===== src/rtl/instr_fetch_pkg.sv =====
// Shared definitions for the instruction fetch stage.
//  - fetch_state_e : fetch FSM state encoding (2 bits)
//  - XLEN          : instruction / address width
//  - PC_INC        : sequential PC step (one 32-bit word)
//  - RESET_PC_DEFAULT : default first fetch address after reset
//  - pc_next()     : sequential successor of a PC, wrapping modulo 2^32
package instr_fetch_pkg;

  localparam int unsigned XLEN = 32;

  localparam logic [XLEN-1:0] PC_INC           = 32'd4;
  localparam logic [XLEN-1:0] RESET_PC_DEFAULT = 32'h0000_0000;

  typedef enum logic [1:0] {
    S_REQ  = 2'd0,
    S_WAIT = 2'd1,
    S_FULL = 2'd2,
    S_HALT = 2'd3
  } fetch_state_e;

  function automatic logic [XLEN-1:0] pc_next(input logic [XLEN-1:0] pc);
    return pc + PC_INC;
  endfunction

endpackage


===== src/rtl/instr_fetch_if.sv =====
// Bus bundle between the fetch stage, instruction memory and Decode/Extend.
//  Memory side : imem_req/imem_addr (fetch -> mem), imem_gnt/imem_rvalid/imem_rdata (mem -> fetch)
//  Decode side : instr_valid/Instr/PC/PCPlus4 (fetch -> decode), instr_ready (decode -> fetch)
//  master = fetch stage, slave = memory + decode environment.
interface instr_fetch_if;
  import instr_fetch_pkg::*;

  logic            imem_req;
  logic [XLEN-1:0] imem_addr;
  logic            imem_gnt;
  logic            imem_rvalid;
  logic [XLEN-1:0] imem_rdata;

  logic            instr_valid;
  logic            instr_ready;
  logic [XLEN-1:0] Instr;
  logic [XLEN-1:0] PC;
  logic [XLEN-1:0] PCPlus4;

  modport master (
    output imem_req, imem_addr,
    input  imem_gnt, imem_rvalid, imem_rdata,
    output instr_valid, Instr, PC, PCPlus4,
    input  instr_ready
  );

  modport slave (
    input  imem_req, imem_addr,
    output imem_gnt, imem_rvalid, imem_rdata,
    input  instr_valid, Instr, PC, PCPlus4,
    output instr_ready
  );

endinterface


===== src/rtl/instr_fetch_out_reg.sv =====
// One-entry valid/ready output register holding Instr/PC/PCPlus4 for Decode.
//  clk, reset    : clock, asynchronous active-low reset
//  flush         : drop the held entry (wins over load and consume)
//  load          : capture load_instr/load_pc; only issued when free is high
//  ready         : downstream accept (valid & ready = consume)
//  valid/instr/pc/pc_plus4 : held entry, stable while valid & !ready
//  free          : entry empty or being consumed this cycle
module fetch_out_reg
  import instr_fetch_pkg::*;
(
  input  logic            clk,
  input  logic            reset,
  input  logic            flush,
  input  logic            load,
  input  logic [XLEN-1:0] load_instr,
  input  logic [XLEN-1:0] load_pc,
  input  logic            ready,
  output logic            valid,
  output logic [XLEN-1:0] instr,
  output logic [XLEN-1:0] pc,
  output logic [XLEN-1:0] pc_plus4,
  output logic            free
);

  always_ff @(posedge clk or negedge reset) begin
    if (!reset) begin
      valid    <= 1'b0;
      instr    <= '0;
      pc       <= '0;
      pc_plus4 <= PC_INC;
    end else begin
      if (flush) begin
        valid <= 1'b0;
      end else if (load) begin
        valid <= 1'b1;
      end else if (ready) begin
        valid <= 1'b0;
      end
      if (load && !flush) begin
        instr    <= load_instr;
        pc       <= load_pc;
        pc_plus4 <= pc_next(load_pc);
      end
    end
  end

  always_comb begin
    free = !valid || ready;
  end

endmodule


===== src/rtl/instr_fetch.sv =====
// Instruction fetch stage: owns the fetch PC, issues word reads over a req/gnt +
// rvalid memory port, and hands Instr/PC/PCPlus4 to Decode via a one-entry
// valid/ready output register. Redirects flush the output and in-flight fetches.
//  clk, reset     : clock, asynchronous active-low reset
//  PCSrc/PCTarget : redirect pulse and target address from execute
//  bus (master)   : memory request/response and Decode handshake
//  fetch_misalign : sticky flag, set by a redirect to a non-word-aligned target
module instr_fetch
  import instr_fetch_pkg::*;
#(
  parameter logic [XLEN-1:0] RESET_PC = RESET_PC_DEFAULT
) (
  input  logic              clk,
  input  logic              reset,
  input  logic              PCSrc,
  input  logic [XLEN-1:0]   PCTarget,
  instr_fetch_if.master     bus,
  output logic              fetch_misalign
);

  fetch_state_e    state_q, state_d;
  logic [XLEN-1:0] fetch_pc_q, fetch_pc_d;
  logic            drop_q, drop_d;
  logic            misalign_q, misalign_d;

  logic            out_free;
  logic            out_load;
  logic            redirect;
  logic            target_aligned;
  logic            handshake;
  logic            in_flight;

  always_ff @(posedge clk or negedge reset) begin
    if (!reset) begin
      state_q    <= S_REQ;
      fetch_pc_q <= RESET_PC;
      drop_q     <= 1'b0;
      misalign_q <= 1'b0;
    end else begin
      state_q    <= state_d;
      fetch_pc_q <= fetch_pc_d;
      drop_q     <= drop_d;
      misalign_q <= misalign_d;
    end
  end

  always_comb begin
    // A request is only issued when the output register will be able to take
    // the returning word; a full, stalled output parks the FSM in S_FULL.
    bus.imem_req   = reset && (state_q == S_REQ) && out_free;
    bus.imem_addr  = fetch_pc_q;
    handshake      = bus.imem_req && bus.imem_gnt;
    redirect       = PCSrc && (state_q != S_HALT);
    target_aligned = (PCTarget[1:0] == 2'b00);
    // A read remains outstanding after this cycle: it is granted now, or we are
    // still waiting for its data.
    in_flight      = ((state_q == S_REQ) && handshake) ||
                     ((state_q == S_WAIT) && !bus.imem_rvalid);

    state_d    = state_q;
    fetch_pc_d = fetch_pc_q;
    drop_d     = drop_q;
    misalign_d = misalign_q;
    out_load   = 1'b0;

    case (state_q)
      S_REQ: begin
        if (handshake) begin
          state_d = S_WAIT;
        end else if (!out_free) begin
          state_d = S_FULL;
        end
      end
      S_WAIT: begin
        if (bus.imem_rvalid) begin
          state_d = S_REQ;
          if (drop_q) begin
            drop_d = 1'b0;
          end else begin
            out_load   = 1'b1;
            fetch_pc_d = pc_next(fetch_pc_q);
          end
        end
      end
      S_FULL: begin
        if (out_free) begin
          state_d = S_REQ;
        end
      end
      S_HALT: begin
        if (bus.imem_rvalid) begin
          drop_d = 1'b0;
        end
      end
    endcase

    // Redirect overrides everything above: any read still in flight is marked
    // for discard, and the output register is flushed.
    if (redirect) begin
      out_load = 1'b0;
      drop_d   = in_flight;
      if (target_aligned) begin
        fetch_pc_d = PCTarget;
        state_d    = in_flight ? S_WAIT : S_REQ;
      end else begin
        misalign_d = 1'b1;
        state_d    = S_HALT;
      end
    end
  end

  fetch_out_reg u_out_reg (
    .clk        (clk),
    .reset      (reset),
    .flush      (redirect),
    .load       (out_load),
    .load_instr (bus.imem_rdata),
    .load_pc    (fetch_pc_q),
    .ready      (bus.instr_ready),
    .valid      (bus.instr_valid),
    .instr      (bus.Instr),
    .pc         (bus.PC),
    .pc_plus4   (bus.PCPlus4),
    .free       (out_free)
  );

  always_comb begin
    fetch_misalign = misalign_q;
  end

endmodule


===== src/flat_wrapper.sv =====
// flat-port wrapper written by rule: the top's interface ports become plain ports
module instr_fetch_flat import instr_fetch_pkg::*;
#(
  parameter logic [XLEN-1:0] RESET_PC = RESET_PC_DEFAULT
)
  (clk, reset, PCSrc, PCTarget, fetch_misalign, bus_imem_req, bus_imem_addr, bus_imem_gnt, bus_imem_rvalid, bus_imem_rdata, bus_instr_valid, bus_Instr, bus_PC, bus_PCPlus4, bus_instr_ready);
  instr_fetch_if bus_i ();
  input  logic clk;
  input  logic reset;
  input  logic PCSrc;
  input  logic [XLEN-1:0] PCTarget;
  output logic fetch_misalign;
  output wire logic [$bits(bus_i.imem_req)-1:0] bus_imem_req;
  output wire logic [$bits(bus_i.imem_addr)-1:0] bus_imem_addr;
  input wire logic [$bits(bus_i.imem_gnt)-1:0] bus_imem_gnt;
  input wire logic [$bits(bus_i.imem_rvalid)-1:0] bus_imem_rvalid;
  input wire logic [$bits(bus_i.imem_rdata)-1:0] bus_imem_rdata;
  output wire logic [$bits(bus_i.instr_valid)-1:0] bus_instr_valid;
  output wire logic [$bits(bus_i.Instr)-1:0] bus_Instr;
  output wire logic [$bits(bus_i.PC)-1:0] bus_PC;
  output wire logic [$bits(bus_i.PCPlus4)-1:0] bus_PCPlus4;
  input wire logic [$bits(bus_i.instr_ready)-1:0] bus_instr_ready;
  assign bus_imem_req = bus_i.imem_req;
  assign bus_imem_addr = bus_i.imem_addr;
  assign bus_i.imem_gnt = bus_imem_gnt;
  assign bus_i.imem_rvalid = bus_imem_rvalid;
  assign bus_i.imem_rdata = bus_imem_rdata;
  assign bus_instr_valid = bus_i.instr_valid;
  assign bus_Instr = bus_i.Instr;
  assign bus_PC = bus_i.PC;
  assign bus_PCPlus4 = bus_i.PCPlus4;
  assign bus_i.instr_ready = bus_instr_ready;
  instr_fetch #(.RESET_PC(RESET_PC)) u_core (.clk(clk), .reset(reset), .PCSrc(PCSrc), .PCTarget(PCTarget), .bus(bus_i), .fetch_misalign(fetch_misalign));
endmodule

===== config.mk =====
export PLATFORM = sky130hd
export DESIGN_NAME = instr_fetch_flat
export DESIGN_NICKNAME = d
export VERILOG_FILES = /design/src/rtl/instr_fetch_pkg.sv /design/src/rtl/instr_fetch_if.sv /design/src/rtl/instr_fetch_out_reg.sv /design/src/rtl/instr_fetch.sv /design/src/flat_wrapper.sv
export SDC_FILE = /design/constraint.sdc
export NUM_CORES = 1
export LEC_CHECK = 0
export ABC_AREA = 0
export BUFFER_PORTS_ARGS = -buffer_cell sky130_fd_sc_hd__buf_4
export CORE_MARGIN = 2
export CORE_UTILIZATION = 47
export CTS_BUF_LIST = sky130_fd_sc_hd__clkbuf_8
export DETAILED_ROUTE_END_ITERATION = 10
export GPL_ROUTABILITY_DRIVEN = 0
export PLACE_DENSITY = 0.86
export SLEW_MARGIN = 20
export SYNTH_ARGS = -nofsm -noshare
export SYNTH_HDL_FRONTEND = slang
export SYNTH_SLANG_ARGS = --single-unit

===== constraint.sdc =====
create_clock -name clk -period 2.39 [get_ports clk]
set_clock_uncertainty 0.2 [all_clocks]
set_input_delay 0.3585 -clock clk [delete_from_list [all_inputs] [get_ports clk]]
set_output_delay 0.3585 -clock clk [all_outputs]
set_load 0.005 [all_outputs]

[Yosys cells after proc, flatten, opt, wreduce, memory -nomap -nowiden]
Index checks and enable logic that the tools add are counted.
Word-level totals
  register bits after elaboration: 133
  input port bits: 70
  output and inout bits: 131
  logic and storage cells: 62
Operators by class
  add/sub/neg operators: 1
  eq/ne operators: 7
  mux-type cells: 23
  bitwise logic cells: 1
  reduce and logical (&&, ||, !) cells: 22
Operators by type and width (count)
  32-bit 2-to-1 mux: 5
  32-bit by 3-bit adder with 32-bit output (second input constant): 1
  2-bit 2-to-1 mux: 6
  1-bit 2-to-1 mux: 11
  1-bit logical AND: 7
  2-bit one-hot mux with 3 select lines: 1
  2-bit equality test (second input constant): 2
  2-bit logical NOT: 2
  4-bit inequality test (second input constant): 1
  2-bit AND reduction: 2
  4-bit AND reduction: 1
  2-bit nonzero test: 2
  4-bit nonzero test: 1
  1-bit logical NOT: 3
  3-bit by 2-bit inequality test with 1-bit output (second input constant): 1
  3-bit inequality test (second input constant): 1
  3-bit nonzero test: 1
  2-bit by 1-bit equality test with 1-bit output (second input constant): 1
  1-bit logical OR: 2
  2-bit inequality test (second input constant): 1
  2-bit OR reduction: 1
  1-bit NOT: 1

[Logic depth before layout (Yosys ltp)]
Gate-level depths: netlist (run 1).
  depth after elaboration: 9
  mapped depth: 9
  gate-level depth less buffers: 7

[By module]
Synthesis (run 1) repeated with hierarchy kept, for this count alone.
Second synthesis, totals
  cell total of the unflattened synthesis: 704
  area, all modules: 6253.5 um^2
Modules (own cells, without submodules)
  fetch_out_reg: instances 1, cells each 470, area each 4132.7 um^2, sequential area each 2378.5 um^2
  instr_fetch: instances 1, cells each 234, area each 2120.8 um^2, sequential area each 900.9 um^2

[Worst setup path before layout (run 1)]
No wires, ideal clock.
  path type: register -> register
  from: reg u_core.fetch_pc_q[2], in the netlist u_core.bus.imem_addr[2]
  to: reg u_core.fetch_pc_q[24], in the netlist u_core.bus.imem_addr[24]
  setup time: 127 ps
  arrival time: 1967 ps
  data required time: 2063 ps
  path slack: 95 ps
  stages on the path, launching flop included: 8
  buffers on the path: 1
  period minus slack after synthesis: 2295 ps
  cell sequence: dfrtp_1 ha_1 nand4_1 or4_1 buf_4 nor4_4 xnor2_1 o21ai_2
Between the ends
  cells in the longest elaborated chain, start to end: 6
RTL lines
  start, declared: line instr_fetch.sv:22  | logic [XLEN-1:0] fetch_pc_q, fetch_pc_d;
  start signal, assigned: line instr_fetch.sv:41  | fetch_pc_q <= fetch_pc_d;
  32-bit by 3-bit adder with 32-bit output *: line instr_fetch_pkg.sv:22  | return pc + PC_INC;
  32-bit 2-to-1 mux *: line instr_fetch.sv:77  | if (drop_q) begin
  32-bit 2-to-1 mux *: line instr_fetch.sv:75  | if (bus.imem_rvalid) begin
  32-bit 2-to-1 mux *: line instr_fetch.sv:66  | case (state_q)
  32-bit 2-to-1 mux: line instr_fetch.sv:102  | if (target_aligned) begin
  32-bit 2-to-1 mux *: line instr_fetch.sv:99  | if (redirect) begin
  named net u_core.fetch_pc_d[24]: line instr_fetch.sv:22
Mark *: on every way through the listed nets, which the timed path passes. The rest lies on a longest branch.
A chain may end at the register's enable or synchronous reset.

[Worst setup path after layout (run 1)]
  from: reg u_core.state_q[0]
  to: reg u_core.u_out_reg.pc[1]
Between the ends
  cells in the longest elaborated chain, start to end: 4
  elaborated cells on any way between the ends: 7
  classes of those cells: eq/ne (2); mux (2); reduce/logical (3)
RTL lines
  start, declared: line instr_fetch.sv:21  | fetch_state_e state_q, state_d;
  start signal, assigned: line instr_fetch.sv:40  | state_q <= state_d;
  2-bit by 1-bit equality test with 1-bit output or 2-bit inequality test (tied branches): line instr_fetch.sv:66, instr_fetch.sv:53
  1-bit 2-to-1 mux or 1-bit logical AND (tied branches): line instr_fetch.sv:66, instr_fetch.sv:53
  1-bit 2-to-1 mux or 1-bit logical NOT (tied branches): line instr_fetch.sv:99, instr_fetch_out_reg.sv:39
  1-bit logical AND *: line instr_fetch_out_reg.sv:39  | if (load && !flush) begin
  end signal, assigned: line instr_fetch_out_reg.sv:41  | pc <= load_pc;
  end, declared: line instr_fetch_out_reg.sv:20  | output logic [XLEN-1:0] pc,
Every way passes the cells marked *; elsewhere a longest branch is shown, timed or not.

==> results of run 1 <==
-- how the worst min path moves through the flow --
stage,startpoint,end,cells after the start
after global placement,u_core.u_out_reg.pc_plus4[17],u_core.u_out_reg.pc_plus4[17],2
final,PCSrc,u_core.drop_q,3
after global routing,PCSrc,u_core.u_out_reg.valid,3
after detailed placement,u_core.u_out_reg.pc_plus4[15],u_core.u_out_reg.pc_plus4[15],2
after floorplan,reset,u_core.bus.imem_addr[0],0
after CTS,PCSrc,u_core.drop_q,3
-- what timing repair did --
action                                 CTS  global route
resized for setup                        0             2
setup endpoints to repair                0             5
hold buffers                            66             0
endpoints found under the hold margin  194             0
setup buffers                            0             1
-- final cells by class --
cell class                 count  share of cell area, %
sequential                   131                   37.3
multi-input combinational    367                   28.7
timing repair buffer         297                   27.7
clock buffer                  19                   2.98
tap                          172                   2.45
clock inverter                11                  0.584
inverter                       6                  0.256
-- power breakdown --
| group | total, mW | internal (mW) | switching (mW) |
|---|---|---|---|
| logic | 4.02 | 2.33 | 1.69 |
| clock network | 1.55 | 0.729 | 0.821 |
| registers | 4.03 | 3.21 | 0.819 |
| total | 9.60 | 6.27 | 3.33 |
-- routing by layer --
metal | GRT usage [%] | routed length (um) | vias up
li1 | - | - | 2399
met1 | 30.7 | 6960 | 2521
met2 | 45.0 | 8960 | 185
met3 | 6.13 | 914 | 44
met4 | 11.3 | 514 | 0
met5 | 0 | 0 | -
-- state kept, by name, indices dropped and copies added (netlist names) --
signal and flops:
u_core.state_q 2, u_core.u_out_reg.valid 1, u_core.u_out_reg.pc 32, u_core.fetch_misalign 1, u_core.drop_q 1, u_core.u_out_reg.instr 32, u_core.u_out_reg.pc_plus4 30, u_core.bus.imem_addr 32
-- cell usage in the layout (no fill, tap or decap), drive strengths merged --
cell type,n
a21oi,4
a311oi,1
a32oi,1
and2,1
and3,3
buf,231
clkbuf,19
clkinv,5
clkinvlp,1
dfrtp,130
dfstp,1
dlygate4sd3,66
ha,5
inv,11
mux2,64
mux2i,1
nand2,80
nand2b,2
nand3,22
nand3b,1
nand4,21
nor2,15
nor2b,4
nor3,11
nor3b,1
nor4,5
o21a,1
o21ai,60
o21bai,1
o221ai,1
o22ai,1
or2,2
or3,1
or4,1
xnor2,21
xor2,36
-- worst register-to-register path, delay by kind of cell (launching register included) --
family | cells | cell delay [ns]
AND/OR/NAND/NOR | 2 | 0.47
buffers and inverters | 1 | 0.29
flip-flops | 1 | 0.42
multiplexers | 1 | 0.45
adder cells (fa/ha/maj) | 1 | 0.28
-- metrics by stage --
| step | area [um^2] | worst slack, ns | hold WS, ns |
|---|---|---|---|
| 2_1_floorplan | 5980 | 0.0955 | -0.137 |
| 3_3_place_gp | 7800 | 0.140 | 0.262 |
| 3_5_place_dp | 7800 | 0.0818 | 0.275 |
| 4_1_cts | 8770 | 0.0645 | 0.0495 |
| 5_1_grt | 8790 | 0.0831 | 0.0788 |
| 6_report | 8790 | 0.174 | 0.0671 |
-- cell families (layout without fill, tap and decap cells) --
logic type / after synthesis / after routing / synth area share [%]
AO/OA/AOI/OAI: 70 / 70 / 6.22
adder cells (fa/ha/maj): 5 / 5 / 1.05
flip-flops: 131 / 131 / 54.9
AND/OR/NAND/NOR: 170 / 170 / 14.0
multiplexers: 65 / 65 / 12.2
XOR/XNOR: 57 / 57 / 8.35
buffers and inverters: 47 / 333 / 3.31
==> load_flow_metrics.sql, run 1 <==
INSERT INTO impl_metrics (metric_group, metric, value, unit) VALUES
('run_status', 'outcome', 'finished clean', ''),
('power', 'power_density', '1090', 'nW/um^2'),
('cells_and_area', 'finish.utilization', '70.2', '%'),
('power', 'ir_drop', '0.550', 'mV'),
('grt', 'grt.total_usage', '25.9', '%'),
('synthesis', 'most_used_standard_cell_by_instance_count_after_synthesis', 'sky130_fd_sc_hd__dfrtp_1', ''),
('grt', 'grt_overflow', '0', ''),
('synthesis', 'synth-main-ff-cell', 'sky130_fd_sc_hd__dfrtp_1', ''),
('grt', 'grt_first_pass_wirelength', '26900', 'um'),
('synthesis', 'yosys.area.top_type', 'sky130_fd_sc_hd__dfrtp_1', ''),
('critical_path', 'path_depth', '5', ''),
('critical_path', 'timing.reg2reg.worst_path_depth', '5', ''),
('synthesis', 'postSynthRegisterBits', '131', ''),
('critical_path', 'r2r-start', 'u_core.state_q[0]', ''),
('critical_path', 'worstPathArrival', '2.34', 'ns'),
('sta', 'setup_viol', '0', ''),
('sta', 'totalNegativeSetupSlack', '0', 'ns'),
('route', 'post_drt_via_cell_ratio', '5.13', ''),
('floorplan', 'pin_count', '201', ''),
('critical_path', 'cpLargestDelayFamily', 'simple AND/OR/NAND/NOR gates', ''),
('sta', 'max_freq', '451', 'MHz'),
('sta', 'timing_worst_slew_pin_value', '0.734', 'ns'),
('clock_network', 'cts_tree', 'done', ''),
('cells_and_area', 'flow.area_growth_from_synthesis', '47.0', '%'),
('sta', 'timing.max_slew.rel_slack', '51.1', '%'),
('critical_path', 'crit_type', 'reg2reg', ''),
('sta', 'period_minus_slack', '2.22', 'ns'),
('clock_network', 'cts_sinks', '131', ''),
('critical_path', 'crit_slowest_cell', 'sky130_fd_sc_hd__dfrtp_1', ''),
('sta', 'rsz0062_at_grt', 'false', ''),
('critical_path', 'critical_path.startpoint_type', 'flop', ''),
('synthesis', 'synthesis.instances', '545', ''),
('cells_and_area', 'num-nets-final', '895', ''),
('route', 'dr.first_iter.drc_count', '279', ''),
('grt', 'initial_antenna_violation_count', '0', ''),
('cells_and_area', 'final_layout_size_suffix_gt1_share', '40.1', '%'),
('floorplan', 'dieWidth', '117', 'um'),
('critical_path', 'critical_path_peak_fanout', '69', ''),
('floorplan', 'std_cell_rows', '41', ''),
('floorplan', 'dieArea', '13600', 'um^2'),
('floorplan', 'start_util', '47.8', '%'),
('clock_network', 'path_clk_slew', '0.07', 'ns'),
('sta', 'period_share', '92.7', '%'),
('clock_network', 'clock_insertion_delay_worst_skew', '0.45', 'ns'),
('cells_and_area', 'multi_input_area', '2520', 'um^2'),
('critical_path', 'cp-endpoint', 'u_core.u_out_reg.pc[1]', ''),
('placement', 'io_buffer_count', '200', ''),
('cells_and_area', 'fillerInstances', '912', ''),
('synthesis', 'syn-mean-instance-area', '11.0', 'um^2'),
('route', 'avgRoutedWirePerCell', '17.3', 'um'),
('grt', 'grt_start_max_net_pins', '132', ''),
('power', 'power.total', '9.60', 'mW'),
('floorplan', 'chipHeight', '117', 'um'),
('clock_network', 'htree_num_levels', '4', ''),
('placement', 'detailed_place_hpwl', '11300', 'um'),
('cells_and_area', 'sequential_cell_area', '3280', 'um^2'),
('route', 'remaining_design_rule_violation_count', '0', ''),
('synthesis', 'netlist_area', '5980', 'um^2'),
('cells_and_area', 'diodes', '0', ''),
('sta', 'timing_max_transition_violations_final', '0', ''),
('power', 'power.static_leakage', '4.11', 'nW'),
('clock_network', 'cts-root-buf', 'sky130_fd_sc_hd__clkbuf_8', ''),
('run', 'drv_cap', '0', ''),
('synthesis', 'edff_count_synth', '0', ''),
('critical_path', 'r2r-end', 'u_core.u_out_reg.pc[1]', ''),
('cells_and_area', 'final_cell_count_no_fill', '1003', ''),
('critical_path', 'cp.required', '2.52', 'ns'),
('synthesis', 'asyncSetResetFlopFracSynth', '100', '%'),
('synthesis', 'top_cell_type_s_share_of_synthesized_area', '54.4', '%'),
('critical_path', 'worst_setup_path_startpoint', 'u_core.state_q[0]', ''),
('grt', 'first_global_vias', '5343', '');
No activity file was read; power rests on OpenSTA's default activity.
==> run 2: changes to the inputs <==
--- a/config.mk
+++ b/config.mk
@@ -8,11 +8,11 @@
 export ABC_AREA = 0
 export BUFFER_PORTS_ARGS = -buffer_cell sky130_fd_sc_hd__buf_4
 export CORE_MARGIN = 2
-export CORE_UTILIZATION = 47
+export CORE_UTILIZATION = 40
 export CTS_BUF_LIST = sky130_fd_sc_hd__clkbuf_8
 export DETAILED_ROUTE_END_ITERATION = 10
 export GPL_ROUTABILITY_DRIVEN = 0
-export PLACE_DENSITY = 0.86
+export PLACE_DENSITY = 0.76
 export SLEW_MARGIN = 20
 export SYNTH_ARGS = -nofsm -noshare
 export SYNTH_HDL_FRONTEND = slang
==> load_flow_metrics.sql, run 2 (synthesis results as in run 1) <==
INSERT INTO impl_metrics (metric_group, metric, value, unit) VALUES
('cells_and_area', 'layout.cells.most_common_list', 'sky130_fd_sc_hd__buf_4 (228), sky130_fd_sc_hd__dfrtp_1 (130), sky130_fd_sc_hd__nand2_1 (79)', ''),
('sta', 'timing.max_slew.rel_slack', '39.4', '%'),
('sta', 'final-hold-violation-count', '0', ''),
('route', 'routed-via-count', '5083', ''),
('floorplan', 'dieWidth', '126', 'um'),
('critical_path', 'worst_path_largest_cell_delay', '0.45', 'ns'),
('route', 'detail-route-antenna-nets', '0', ''),
('route', 'avgRoutedWirePerCell', '16.2', 'um'),
('route', 'detail_route.first_pass.iterations', '4', ''),
('critical_path', 'crit_slowest_cell', 'sky130_fd_sc_hd__nor2_1', ''),
('grt', 'grt_start_max_net_pins', '72', ''),
('critical_path', 'critical_path_peak_fanout', '8', ''),
('sta', 'period_share', '91.8', '%'),
('critical_path', 'cp_cell_sequence', 'inv_1 -> ha_1 -> nand3b_1 -> nor2_1 -> nand4_1 -> xor2_1 -> o21ai_0', ''),
('grt', 'grt_overflow', '0', ''),
('placement', 'placement.cell_area', '7830', 'um^2'),
('sta', 'timing_max_transition_violations_final', '0', ''),
('route', 'dr.first_iter.drc_count', '261', ''),
('grt', 'initial_antenna_violation_count', '0', ''),
('route', 'post_drt_via_cell_ratio', '4.99', ''),
('power', 'power.static_leakage', '4.13', 'nW'),
('route', 'remaining_design_rule_violation_count', '0', ''),
('clock_network', 'post_cts.resized_instances', '0', ''),
('cells_and_area', 'fillerInstances', '1180', ''),
('placement', 'detailed_place_hpwl', '11300', 'um'),
('sta', 'period_minus_slack', '2.19', 'ns'),
('sta', 'max_freq', '456', 'MHz'),
('clock_network', 'clock_insertion_delay_worst_skew', '0.44', 'ns'),
('critical_path', 'critical_path.startpoint_type', 'flop', ''),
('clock_network', 'cts_max_path_buffers', '2', ''),
('cells_and_area', 'flow.area_growth_from_synthesis', '47.5', '%'),
('floorplan', 'pin_count', '201', ''),
('clock_network', 'htree_num_levels', '4', ''),
('critical_path', 'worstPathArrival', '2.33', 'ns'),
('floorplan', 'start_util', '41.0', '%'),
('cells_and_area', 'design_area', '8820', 'um^2'),
('power', 'power_density', '1080', 'nW/um^2'),
('run', 'drv_cap', '0', ''),
('power', 'ir_drop', '0.504', 'mV'),
('critical_path', 'crit_type', 'reg2reg', ''),
('clock_network', 'cts-root-buf', 'sky130_fd_sc_hd__clkbuf_8', ''),
('floorplan', 'chipHeight', '126', 'um'),
('clock_network', 'path_clk_slew', '0.08', 'ns'),
('sta', 'rsz0062_at_grt', 'false', ''),
('cells_and_area', 'num-nets-final', '896', ''),
('critical_path', 'timing.critical_path.buf_inv', '1', ''),
('placement', 'io_buffer_count', '200', ''),
('run_status', 'outcome', 'finished clean', ''),
('floorplan', 'std_cell_rows', '44', ''),
('sta', 'timing_worst_slew_pin_value', '0.909', 'ns'),
('floorplan', 'design.core.area', '14600', 'um^2'),
('cells_and_area', 'most_common_library_cell_in_the_layout_ignoring_fill_and_taps', 'sky130_fd_sc_hd__buf_4', ''),
('route', 'postRouteWirelength', '16500', 'um'),
('cells_and_area', 'final_layout_size_suffix_gt1_share', '39.9', '%'),
('grt', 'grt_first_pass_wirelength', '27200', 'um'),
('clock_network', 'cts-buffers-inserted', '17', ''),
('grt', 'first_global_vias', '5297', ''),
('clock_network', 'cts_tree', 'done', ''),
('cells_and_area', 'diodes', '0', ''),
('sta', 'setup_viol', '0', ''),
('grt', 'grt.total_usage', '21.4', '%'),
('clock_network', 'cts_sinks', '131', ''),
('critical_path', 'critPathCaptureType', 'flop', ''),
('clock_network', 'post-cts-setup-buffer-count', '0', ''),
('critical_path', 'cp.required', '2.53', 'ns'),
('worst_hold_path', 'holdCritPathClass', 'in2reg', ''),
('sta', 'totalNegativeSetupSlack', '0', 'ns'),
('critical_path', 'cpLargestDelayFamily', 'simple AND/OR/NAND/NOR gates', ''),
('floorplan', 'dieArea', '15900', 'um^2');
## run 2: cell types whose count changed in the layout (fill, tap and decap cells not counted), sizes merged
| cell | change |
|---|---|
| buf | +1 |
| clkbuf | +1 |
| inv | +1 |
## run 2: worst min-delay path: stages
cell and delay, ns:
sky130_fd_sc_hd__buf_4 0.10, sky130_fd_sc_hd__nor2b_1 0.17, sky130_fd_sc_hd__a21oi_1 0.06
## run 2: stage by stage
step | power (mW) | hold WS, ns | std cells | worst slack [ns] | utilization (%)
2_1_floorplan | 5.59 | -0.137 | 545 | 0.0955 | -
3_3_place_gp | 7.73 | 0.267 | 920 | 0.130 | 53.7
3_5_place_dp | 7.91 | 0.267 | 920 | 0.104 | 53.7
4_1_cts | 9.62 | 0.0518 | 1018 | 0.0961 | 60.4
5_1_grt | 10.2 | 0.0758 | 1018 | 0.00729 | 60.4
6_report | 9.55 | 0.0824 | 1018 | 0.197 | 60.4
## run 2: what timing repair did
| action | CTS | global route |
|---|---|---|
| setup endpoints to repair | 0 | 4 |
| endpoints found under the hold margin | 194 | 0 |
| hold buffers | 66 | 0 |
## run 2: final cells by class
class,count,area (um^2),area share (%)
well taps,184,230,2.61
clock buffers,20,275,3.12
repair buffers,298,2440,27.7
clock inverters,12,55.1,0.624
multi-input cells,367,2510,28.5
inverters,6,22.5,0.255
flip-flops and latches,131,3280,37.2
## run 2: worst paths after layout
path                                            endpoint                          start  slack, ns  depth (start not counted)
max                             u_core.bus.imem_addr[27]              u_core.state_q[1]       0.20                          7
min in group asynchronous          u_core.fetch_misalign                          reset       0.52                          3
max reg2reg                     u_core.bus.imem_addr[27]              u_core.state_q[1]       0.20                          7
max in group asynchronous       u_core.bus.imem_addr[13]                          reset       0.81                          3
min                               u_core.u_out_reg.valid                          PCSrc       0.08                          3
min reg2reg                u_core.u_out_reg.pc_plus4[13]  u_core.u_out_reg.pc_plus4[13]       0.28                          2
## run 2: where the power goes
part	internal [mW]	switching, mW	leakage, nW
Clock	0.767	0.834	0.195
Combinational	2.34	1.64	2.29
Sequential	3.20	0.771	1.64
## run 2: metal layers
| metal | wire (um) | global-route usage, % | up-vias | part of all wire, % |
|---|---|---|---|---|
| met2 | 8130 | 33.7 | 176 | 49 |
| met4 | 420 | 8.86 | 0 | 2.5 |
| met3 | 985 | 6.50 | 35 | 6.0 |
| met1 | 6990 | 27.5 | 2465 | 42 |
| li1 | - | - | 2407 | - |
| met5 | 0 | 0 | - | 0 |
